[config.mk]
export PLATFORM = sky130hd
export DESIGN_NAME = ex_stage_mdu
export DESIGN_NICKNAME = d
export VERILOG_FILES = /design/src/rtl/ex_stage_mdu.sv
export SDC_FILE = /design/constraint.sdc
export NUM_CORES = 1
export LEC_CHECK = 0
export ABC_CLOCK_PERIOD_IN_PS = 11380
export BUFFER_PORTS_ARGS = -buffer_cell sky130_fd_sc_hd__buf_4
export CORE_ASPECT_RATIO = 0.6
export CORE_UTILIZATION = 53
export CTS_BUF_LIST = sky130_fd_sc_hd__clkbuf_16
export CTS_CLUSTER_DIAMETER = 80
export DETAILED_ROUTE_END_ITERATION = 10
export PLACE_DENSITY = 0.75
export SLEW_MARGIN = 20
export SYNTH_ARGS = -nofsm -noshare
export SYNTH_HDL_FRONTEND = slang
export SYNTH_SLANG_ARGS = --single-unit
[constraint.sdc]
create_clock -name clk -period 11.38 [get_ports clk]
set_input_delay 1.707 -clock clk [delete_from_list [all_inputs] [get_ports clk]]
set_output_delay 1.707 -clock clk [all_outputs]
set_load 0.01 [all_outputs]
[src/rtl/ex_stage_mdu.sv]
// Execute stage: ID/EX register, forwarding muxes, ALU and an iterative unsigned
// multiply/divide unit that owns the HI/LO registers and stalls the pipeline while busy.
module ex_stage_mdu #(
  parameter int WIDTH  = 32,
  parameter int REG_AW = 5
) (
  input  logic              clk,
  input  logic              rst,
  input  logic              FlushE,
  input  logic              StallE,
  input  logic [WIDTH-1:0]  RD1_in,
  input  logic [WIDTH-1:0]  RD2_in,
  input  logic [WIDTH-1:0]  SignImmD,
  input  logic [WIDTH-1:0]  ALUOutM,
  input  logic [WIDTH-1:0]  ResultW,
  input  logic              MemWriteD,
  input  logic              RegWriteD,
  input  logic              RegDstD,
  input  logic              ALUSrcD,
  input  logic              MemtoRegD,
  input  logic [REG_AW-1:0] RsD,
  input  logic [REG_AW-1:0] RtD,
  input  logic [REG_AW-1:0] RdD,
  input  logic [3:0]        ALUControlD,
  input  logic [1:0]        MduOpD,
  input  logic [1:0]        ForwardAE,
  input  logic [1:0]        ForwardBE,
  output logic [WIDTH-1:0]  ALUOutE,
  output logic [WIDTH-1:0]  WriteDataE,
  output logic              MemWriteE,
  output logic              RegWriteE,
  output logic              MemtoRegE,
  output logic [REG_AW-1:0] WriteRegE,
  output logic [REG_AW-1:0] RsE,
  output logic [REG_AW-1:0] RtE,
  output logic              MduBusyE,
  output logic [WIDTH-1:0]  HiE,
  output logic [WIDTH-1:0]  LoE
);

  localparam int CW = $clog2(WIDTH);
  localparam logic [CW-1:0] LAST_STEP = CW'(WIDTH - 1);

  typedef struct packed {
    logic [WIDTH-1:0]  rd1;
    logic [WIDTH-1:0]  rd2;
    logic [WIDTH-1:0]  imm;
    logic              memWrite;
    logic              regWrite;
    logic              regDst;
    logic              aluSrc;
    logic              memtoReg;
    logic [REG_AW-1:0] rs;
    logic [REG_AW-1:0] rt;
    logic [REG_AW-1:0] rd;
    logic [3:0]        aluCtrl;
    logic [1:0]        mduOp;
  } idex_t;

  typedef enum logic [1:0] {MDU_IDLE, MDU_RUN, MDU_DONE} mduState_t;

  idex_t            idex_q, idex_d;
  mduState_t        state_q;
  logic [CW-1:0]    count_q;
  logic [WIDTH-1:0] acc_q, shf_q, opB_q, hi_q, lo_q;
  logic             isDiv_q;

  logic [WIDTH-1:0] srcA, srcB;
  logic             mduStart;
  logic [WIDTH:0]   mulSum, divShift, divDiff;
  logic [WIDTH-1:0] accNext, shfNext;

  // Flush wins over stall so a squashed instruction never lingers in E.
  always_comb begin
    idex_d = idex_q;
    if (FlushE) begin
      idex_d = '0;
    end else if (!StallE) begin
      idex_d.rd1      = RD1_in;
      idex_d.rd2      = RD2_in;
      idex_d.imm      = SignImmD;
      idex_d.memWrite = MemWriteD;
      idex_d.regWrite = RegWriteD;
      idex_d.regDst   = RegDstD;
      idex_d.aluSrc   = ALUSrcD;
      idex_d.memtoReg = MemtoRegD;
      idex_d.rs       = RsD;
      idex_d.rt       = RtD;
      idex_d.rd       = RdD;
      idex_d.aluCtrl  = ALUControlD;
      idex_d.mduOp    = MduOpD;
    end
  end

  always_ff @(posedge clk or posedge rst) begin
    if (rst) idex_q <= '0;
    else     idex_q <= idex_d;
  end

  always_comb begin
    case (ForwardAE)
      2'b00:   srcA = idex_q.rd1;
      2'b01:   srcA = ResultW;
      2'b10:   srcA = ALUOutM;
      default: srcA = '0;
    endcase
    case (ForwardBE)
      2'b00:   WriteDataE = idex_q.rd2;
      2'b01:   WriteDataE = ResultW;
      2'b10:   WriteDataE = ALUOutM;
      default: WriteDataE = '0;
    endcase
    srcB = idex_q.aluSrc ? idex_q.imm : WriteDataE;
  end

  always_comb begin
    case (idex_q.aluCtrl)
      4'b0000: ALUOutE = srcA & srcB;
      4'b0001: ALUOutE = srcA | srcB;
      4'b0010: ALUOutE = srcA + srcB;
      4'b0110: ALUOutE = srcA - srcB;
      4'b0111: ALUOutE = {{(WIDTH-1){1'b0}}, ($signed(srcA) < $signed(srcB))};
      4'b0011: ALUOutE = srcA ^ srcB;
      4'b0100: ALUOutE = ~(srcA | srcB);
      4'b1000: ALUOutE = hi_q;
      4'b1001: ALUOutE = lo_q;
      default: ALUOutE = '0;
    endcase
  end

  assign WriteRegE = idex_q.regDst ? idex_q.rd : idex_q.rt;
  assign MemWriteE = idex_q.memWrite;
  assign RegWriteE = idex_q.regWrite;
  assign MemtoRegE = idex_q.memtoReg;
  assign RsE       = idex_q.rs;
  assign RtE       = idex_q.rt;
  assign HiE       = hi_q;
  assign LoE       = lo_q;

  // Busy must rise in the very cycle the op reaches E so the hazard unit freezes it there.
  assign mduStart = (state_q == MDU_IDLE) && !FlushE &&
                    ((idex_q.mduOp == 2'b01) || (idex_q.mduOp == 2'b10));
  assign MduBusyE = mduStart || (state_q == MDU_RUN);

  // acc holds the running high product / partial remainder; shf holds multiplier / quotient bits.
  always_comb begin
    mulSum   = {1'b0, acc_q} + (shf_q[0] ? {1'b0, opB_q} : {(WIDTH+1){1'b0}});
    divShift = {acc_q, shf_q[WIDTH-1]};
    divDiff  = divShift - {1'b0, opB_q};
    if (isDiv_q) begin
      if (!divDiff[WIDTH]) begin
        accNext = divDiff[WIDTH-1:0];
        shfNext = {shf_q[WIDTH-2:0], 1'b1};
      end else begin
        accNext = divShift[WIDTH-1:0];
        shfNext = {shf_q[WIDTH-2:0], 1'b0};
      end
    end else begin
      accNext = mulSum[WIDTH:1];
      shfNext = {mulSum[0], shf_q[WIDTH-1:1]};
    end
  end

  always_ff @(posedge clk or posedge rst) begin
    if (rst) begin
      state_q <= MDU_IDLE;
      count_q <= '0;
      acc_q   <= '0;
      shf_q   <= '0;
      opB_q   <= '0;
      isDiv_q <= 1'b0;
      hi_q    <= '0;
      lo_q    <= '0;
    end else begin
      case (state_q)
        MDU_IDLE: begin
          if (mduStart) begin
            state_q <= MDU_RUN;
            count_q <= '0;
            acc_q   <= '0;
            shf_q   <= srcA;
            opB_q   <= WriteDataE;
            isDiv_q <= (idex_q.mduOp == 2'b10);
          end
        end
        MDU_RUN: begin
          if (FlushE) begin
            state_q <= MDU_IDLE;
          end else begin
            acc_q   <= accNext;
            shf_q   <= shfNext;
            count_q <= count_q + CW'(1);
            if (count_q == LAST_STEP) begin
              state_q <= MDU_DONE;
              hi_q    <= accNext;
              lo_q    <= shfNext;
            end
          end
        end
        MDU_DONE: begin
          // The finished op is still in E until the stall lifts; leaving early would restart it.
          if (!StallE) state_q <= MDU_IDLE;
        end
        default: state_q <= MDU_IDLE;
      endcase
    end
  end

endmodule

* After elaboration in Yosys (flattened, before gate mapping)
Index checks and enable logic that the tools add are counted.
Cells by class: equal/unequal tests 22, bitwise gates (word level) 5, magnitude comparators 1, multiplexer cells 26, add/sub/neg operators 5, reductions and logical operators 14
Operators by type and width (count):
- $mux 32 | 9
- $pmux 32 s9 | 1
- $mux 122 | 2
- $pmux 32 s3 | 2
- $pmux 32 s2 | 2
- $add 32x32->33 | 1
- $sub 33x32->33 | 1
- $add 32x32->32 | 1
- $and 32x32->32 | 1
- $lt 32x32->1 | 1
- $not 32->32 | 1
- $or 32x32->32 | 1
- $sub 32x32->32 | 1
- $xor 32x32->32 | 1
- $mux 5 | 3
- $eq 4x3->1 const B | 3
- $pmux 5 s2 | 1
- $reduce_and 3->1 | 3
- $eq 2x1->1 const B | 4
- $eq 2x2->1 const B | 4
- $eq 4x2->1 const B | 2
- $eq 4x4->1 const B | 2
- $mux 2 | 4
- $ne 2x2->1 const B | 4
- 14 further kinds | 18
Storage, ports and cells: flip-flop bits (word level) 290, bits of input ports 194, output and inout bits 147, logic and storage cells 94

* Depth between registers and ports, before layout
depth in word-level cells 6, gate-level depth with buffers 20, gate-level depth less buffers 17

* Worst setup path before layout
No wires, ideal clock.
path type input to output, start in ForwardBE[0], end out ALUOutE[28], data required time 9.673 ns, slack 3.843 ns, arrival time 5.830 ns, path buffers 2, stages on the path 18, cells stage by stage clkbuf_1 clkbuf_1 mux2i_1 o21ai_0 mux2_2 ha_1 inv_1 fa_1 nor2b_4 o31a_1 a41o_1 o21ai_2 o31a_4 o21ba_2 nor2_2 a311o_1 and4bb_2 a211o_1
On the way: elaborated cells on any way between the ends 12, those cells by class add/sub: 2; eq/ne: 2; mux: 3; bitwise: 4; reduce/logical: 1
RTL lines:
- from (decl) | RTL line 27 | input logic [1:0] ForwardBE,
- $eq 2x2->1 (tied with other cells) | RTL line 107 | case (ForwardBE)
- $pmux 32 s3 (*) | RTL line 107
- via WriteDataE[0] | RTL line 29 | output logic [WIDTH-1:0] WriteDataE,
- $mux 32 (*) | RTL line 113 | srcB = idex_q.aluSrc ? idex_q.imm : WriteDataE;
- $sub 32x32->32 / $add 32x32->32 (equally long branches) | RTL line 121, 120
- $pmux 32 s9 (*) | RTL line 117 | case (idex_q.aluCtrl)
- to (decl) | RTL line 28 | output logic [WIDTH-1:0] ALUOutE,
The timed path passes the listed nets; every way through them passes the cells marked *.

* Final worst setup path
start in ForwardBE[0], end out ALUOutE[30]
On the way: longest elaborated chain between the ends 6, elaborated cells on any way between the ends 12, those cells by class add/sub: 2; eq/ne: 2; mux: 3; bitwise: 4; reduce/logical: 1
Ends and longest elaborated chain (RTL line):
- $eq 2x2->1 (tied with other cells) | 107
- $pmux 32 s3 (*) | 107
- $mux 32 (*) | 113
- parallel branches: the longest is 2 deep, another holds $sub 32x32->32
- $pmux 32 s9 (*) | 117
Mark *: on every way between the ends.

==> flow_metrics.tcl <==
set metrics [dict create \
    post-route-period-util_pct 75.2 \
    cts_setup_buffers 0 \
    relSlewSlack_pct 27.4 \
    syn2layout_area_growth_pct 16.5 \
    htree_num_levels 1 \
    clockBufferDepth 3 \
    cts_tree "built" \
    io-pin-count 341 \
    synth.net_count 3050 \
    r2r-start "shf_q[31]" \
    grt_pass1_vias 21239 \
    portBuffers 340 \
    clk_transition_reported_paths_ps 60 \
    grt_pass1_wl_um 129000 \
    drive_gt1_share_pct 17.0 \
    rsz0062_at_grt "false" \
    numCtsBuffers 30 \
    critPathKind "in -> out" \
    powerDensity_nw_per_um2 190 \
    cp.arrival_ps 6850 \
    postSynthCellCount 2689 \
    finalSetupViolCount 0 \
    route.met3.wl_um 8180 \
    stdcell_count 3489 \
    drt_first_pass_iters 6 \
    gr-usage-all-layers_pct 38.9 \
    reg2reg_depth 15 \
    ir_worst_vdd_mv 0.185 \
    post_cts_resized 0 \
    dr.first_iter.drc_count 2719 \
    die_h_um 162 \
    fp.dieW_um 269 \
    slew_violations 0 \
    reg2reg_to "acc_q[25]" \
    setup_tns_ps 0 \
    num_vias 22371 \
    diodes 0 \
    dieArea_um2 43600 \
    layout_min_cycle_time_ps 8560 \
    clkLatencyLatePin_ps 640 \
    wl_met2_um 37300 \
    p_leak_nw 12.9 \
    wire_per_inst_um 24.9 \
    ys_seq_elements 290 \
    seq_power_share_pct 27.3 \
    nNetsFinal 3261 \
    status "complete, no violations" \
    yosys_warnings 0 \
    cts_hold_buf 0 \
    clock_sinks 290 \
    end_kind "output port" \
    yosysUniqueCellTypes 95 \
    core.rowCount 58 \
    synth-edff-count 0 \
    internal_power_w 0.00281 \
    hold_viol 0 \
    p_sw_share_pct 44.0 \
    p_clk_share_pct 20.4 \
    drt-met1-wl_um 36900 \
    top_layer_used "met5" \
    hold_path.class "reg -> reg" \
    cp_data_required_time_ps 9670 \
    p_switching_w 0.00221 \
    cap_violations 0 \
    drc_errors 0 \
    worst_pin_slew_ps 1090 \
    critPathLaunchType "primary input" \
    fin_skew_ps 46.4 \
    pwr-share-comb_pct 52.3 \
    place_inst 3438 \
    seq_area_frac_synth_pct 32.0 \
    dpl.hpwl_um 65300 \
    grt_antenna_before_repair 2 \
    syn_area_um2 22600 \
    postRouteAntennaNets 0 \
    syn_area_per_cell_um2 8.42 \
    routabilityCongestion 1.01 \
    critPathCapture "ALUOutE[30]" \
    max_freq_ghz 0.117 \
    path_max_fanout 33 \
    synthArstFlopShare_pct 100 \
    coreArea_um2 42000 \
    yosys_most_used_dff "dfrtp_1" \
    vias_per_cell 6.41 \
    initial_core_util_pct 53.9 \
    wl_um 86800 \
    grt_max_degree 173 \
    root_buffer "clkbuf_16" \
    r2r_slack_ps 6920 \
    globalRoute.totalOverflow 0 \
    cp-startpoint "ForwardBE[0]" \
    fillCellCount 3646 \
]
## layer usage
layer | up-vias | track usage [%]
li1 | 9984 | -
met1 | 10865 | 55.9
met2 | 1291 | 57.4
met3 | 227 | 6.35
met4 | 4 | 17.4
met5 | - | 0
## logic make-up after synthesis
kind of cell | after synthesis | synth area share, %
DFF | 290 | 32.0
buffers and inverters | 331 | 5.92
xor gates and xnor gates | 68 | 2.63
and+or+nand+nor | 774 | 14.8
muxes | 298 | 13.4
AOI/OAI and AO/OA | 761 | 21.9
adders and majority gates | 167 | 9.36
## metrics by stage
step	hold WS (ps)	setup WS [ps]	cell area, um^2	util (%)	power (W)
6_report	518	2820	26400	62.8	0.00503
5_1_grt	546	2710	26400	62.8	0.00531
4_1_cts	515	3030	26400	62.8	0.00496
3_5_place_dp	490	3050	25400	60.5	0.00391
3_3_place_gp	485	2990	25400	60.5	0.00386
2_1_floorplan	464	1670	22600	-	0.00319
## power groups by stage
stage | Combinational, W | Sequential, W | Clock (W)
global placement | 0.00249 | 0.00137 | 0
global route | 0.00284 | 0.00139 | 0.00107
finish | 0.00263 | 0.00137 | 0.00103
floorplan | 0.00189 | 0.00130 | 0
CTS | 0.00256 | 0.00136 | 0.00103
detailed placement | 0.00253 | 0.00138 | 0
## cells in the final DEF, fill, tap and decap left out, drive strengths merged, types with 8 or more instances in the layout
cell type  netlist  routed
nand4           14      14
a31oi           18      18
xor2            28      28
o211ai          27      27
ha             163     163
o21a            17      17
a221oi           8       8
nor4             9       9
xnor2           40      40
a211oi          14      14
a22o            12      12
nor2           269     269
mux2i          263     263
buf             54     367
a21oi          158     158
clkbuf         134      30
a21o            43      43
a222oi          28      28
o21bai          14      14
dfrtp          290     290
mux2            35      35
and2            39      39
inv            143     149
o31ai           18      18
nor2b           11      11
nand3           40      40
o21ai          283     283
nand2          318     318
nor3            26      26
clkinv           0      11
o221ai          35      35
nand2b          13      13
## critical path, stage by stage
cell and delay (ps):
buf_4 480, mux2i_1 150, o21ai_0 790, mux2i_1 380, ha_1 620, inv_1 100, a21oi_1 160, o31ai_1 120
a221oi_1 460, a211oi_2 160, o22ai_2 370, o221ai_2 280, a221oi_2 340, xor2_1 100, o211ai_1 380, buf_4 200
## worst min path at each step
stage / cells past startpoint / startpoint / endpoint / slack, ps
after global placement: 2 / opB_q[0] / opB_q[0] / 490
after CTS: 2 / opB_q[0] / opB_q[0] / 520
after global routing: 2 / opB_q[0] / opB_q[0] / 550
final: 2 / opB_q[0] / opB_q[0] / 520
after detailed placement: 2 / opB_q[0] / opB_q[0] / 490
after floorplan: 2 / opB_q[0] / opB_q[0] / 460
## cells in the mapped netlist (7+ instances only)
master    count  share of area [%]
nand4_1      14               0.39
ha_1        163                9.0
a221oi_1      7               0.27
and2_1       39                1.1
buf_1        21               0.35
buf_4        13               0.43
nor3_1       24               0.53
o21ai_0     270                6.0
dfrtp_1     290                 32
mux2_2       35                1.7
o21bai_1     14               0.46
a21o_1       43                1.4
nand3_1      40               0.88
a22oi_1       7               0.23
nand2_1     318                5.3
a31oi_1      17               0.47
nor2_1      268                4.4
inv_1       143                2.4
nand2b_1     13               0.36
nor4_1        9               0.25
clkbuf_1    134                2.2
xor2_1       28                1.1
a222oi_1     28                1.2
a211oi_1     10               0.33
o21ai_1       9               0.20
o31ai_1      17               0.56
a21oi_1     155                3.4
xnor2_1      40                1.5
buf_2        16               0.35
nor2b_1      10               0.28
o221ai_1     34                1.3
a22o_1       12               0.46
mux2i_1     263                 12
o211ai_1     27               0.90
o21a_1       17               0.56
## flip-flops by register name, summed over array words and instances, names as in the netlist, 2 cells and up
signal / cells
count_q: 5
acc_q: 32
shf_q: 32
HiE: 32
opB_q: 32
idex_q: 109
state_q: 2
RsE: 5
RtE: 5
LoE: 32
## layout make-up
class	count	area (um^2)	share of cell area, %
Multi-Input combinational cell	2068	14100	53.5
Sequential cell	290	7260	27.5
Clock buffer	30	751	2.84
Inverter	143	544	2.06
Clock inverter	21	234	0.887
Tap cell	570	713	2.70
Timing Repair Buffer	367	2770	10.5
(Power assumes the default switching activity.)
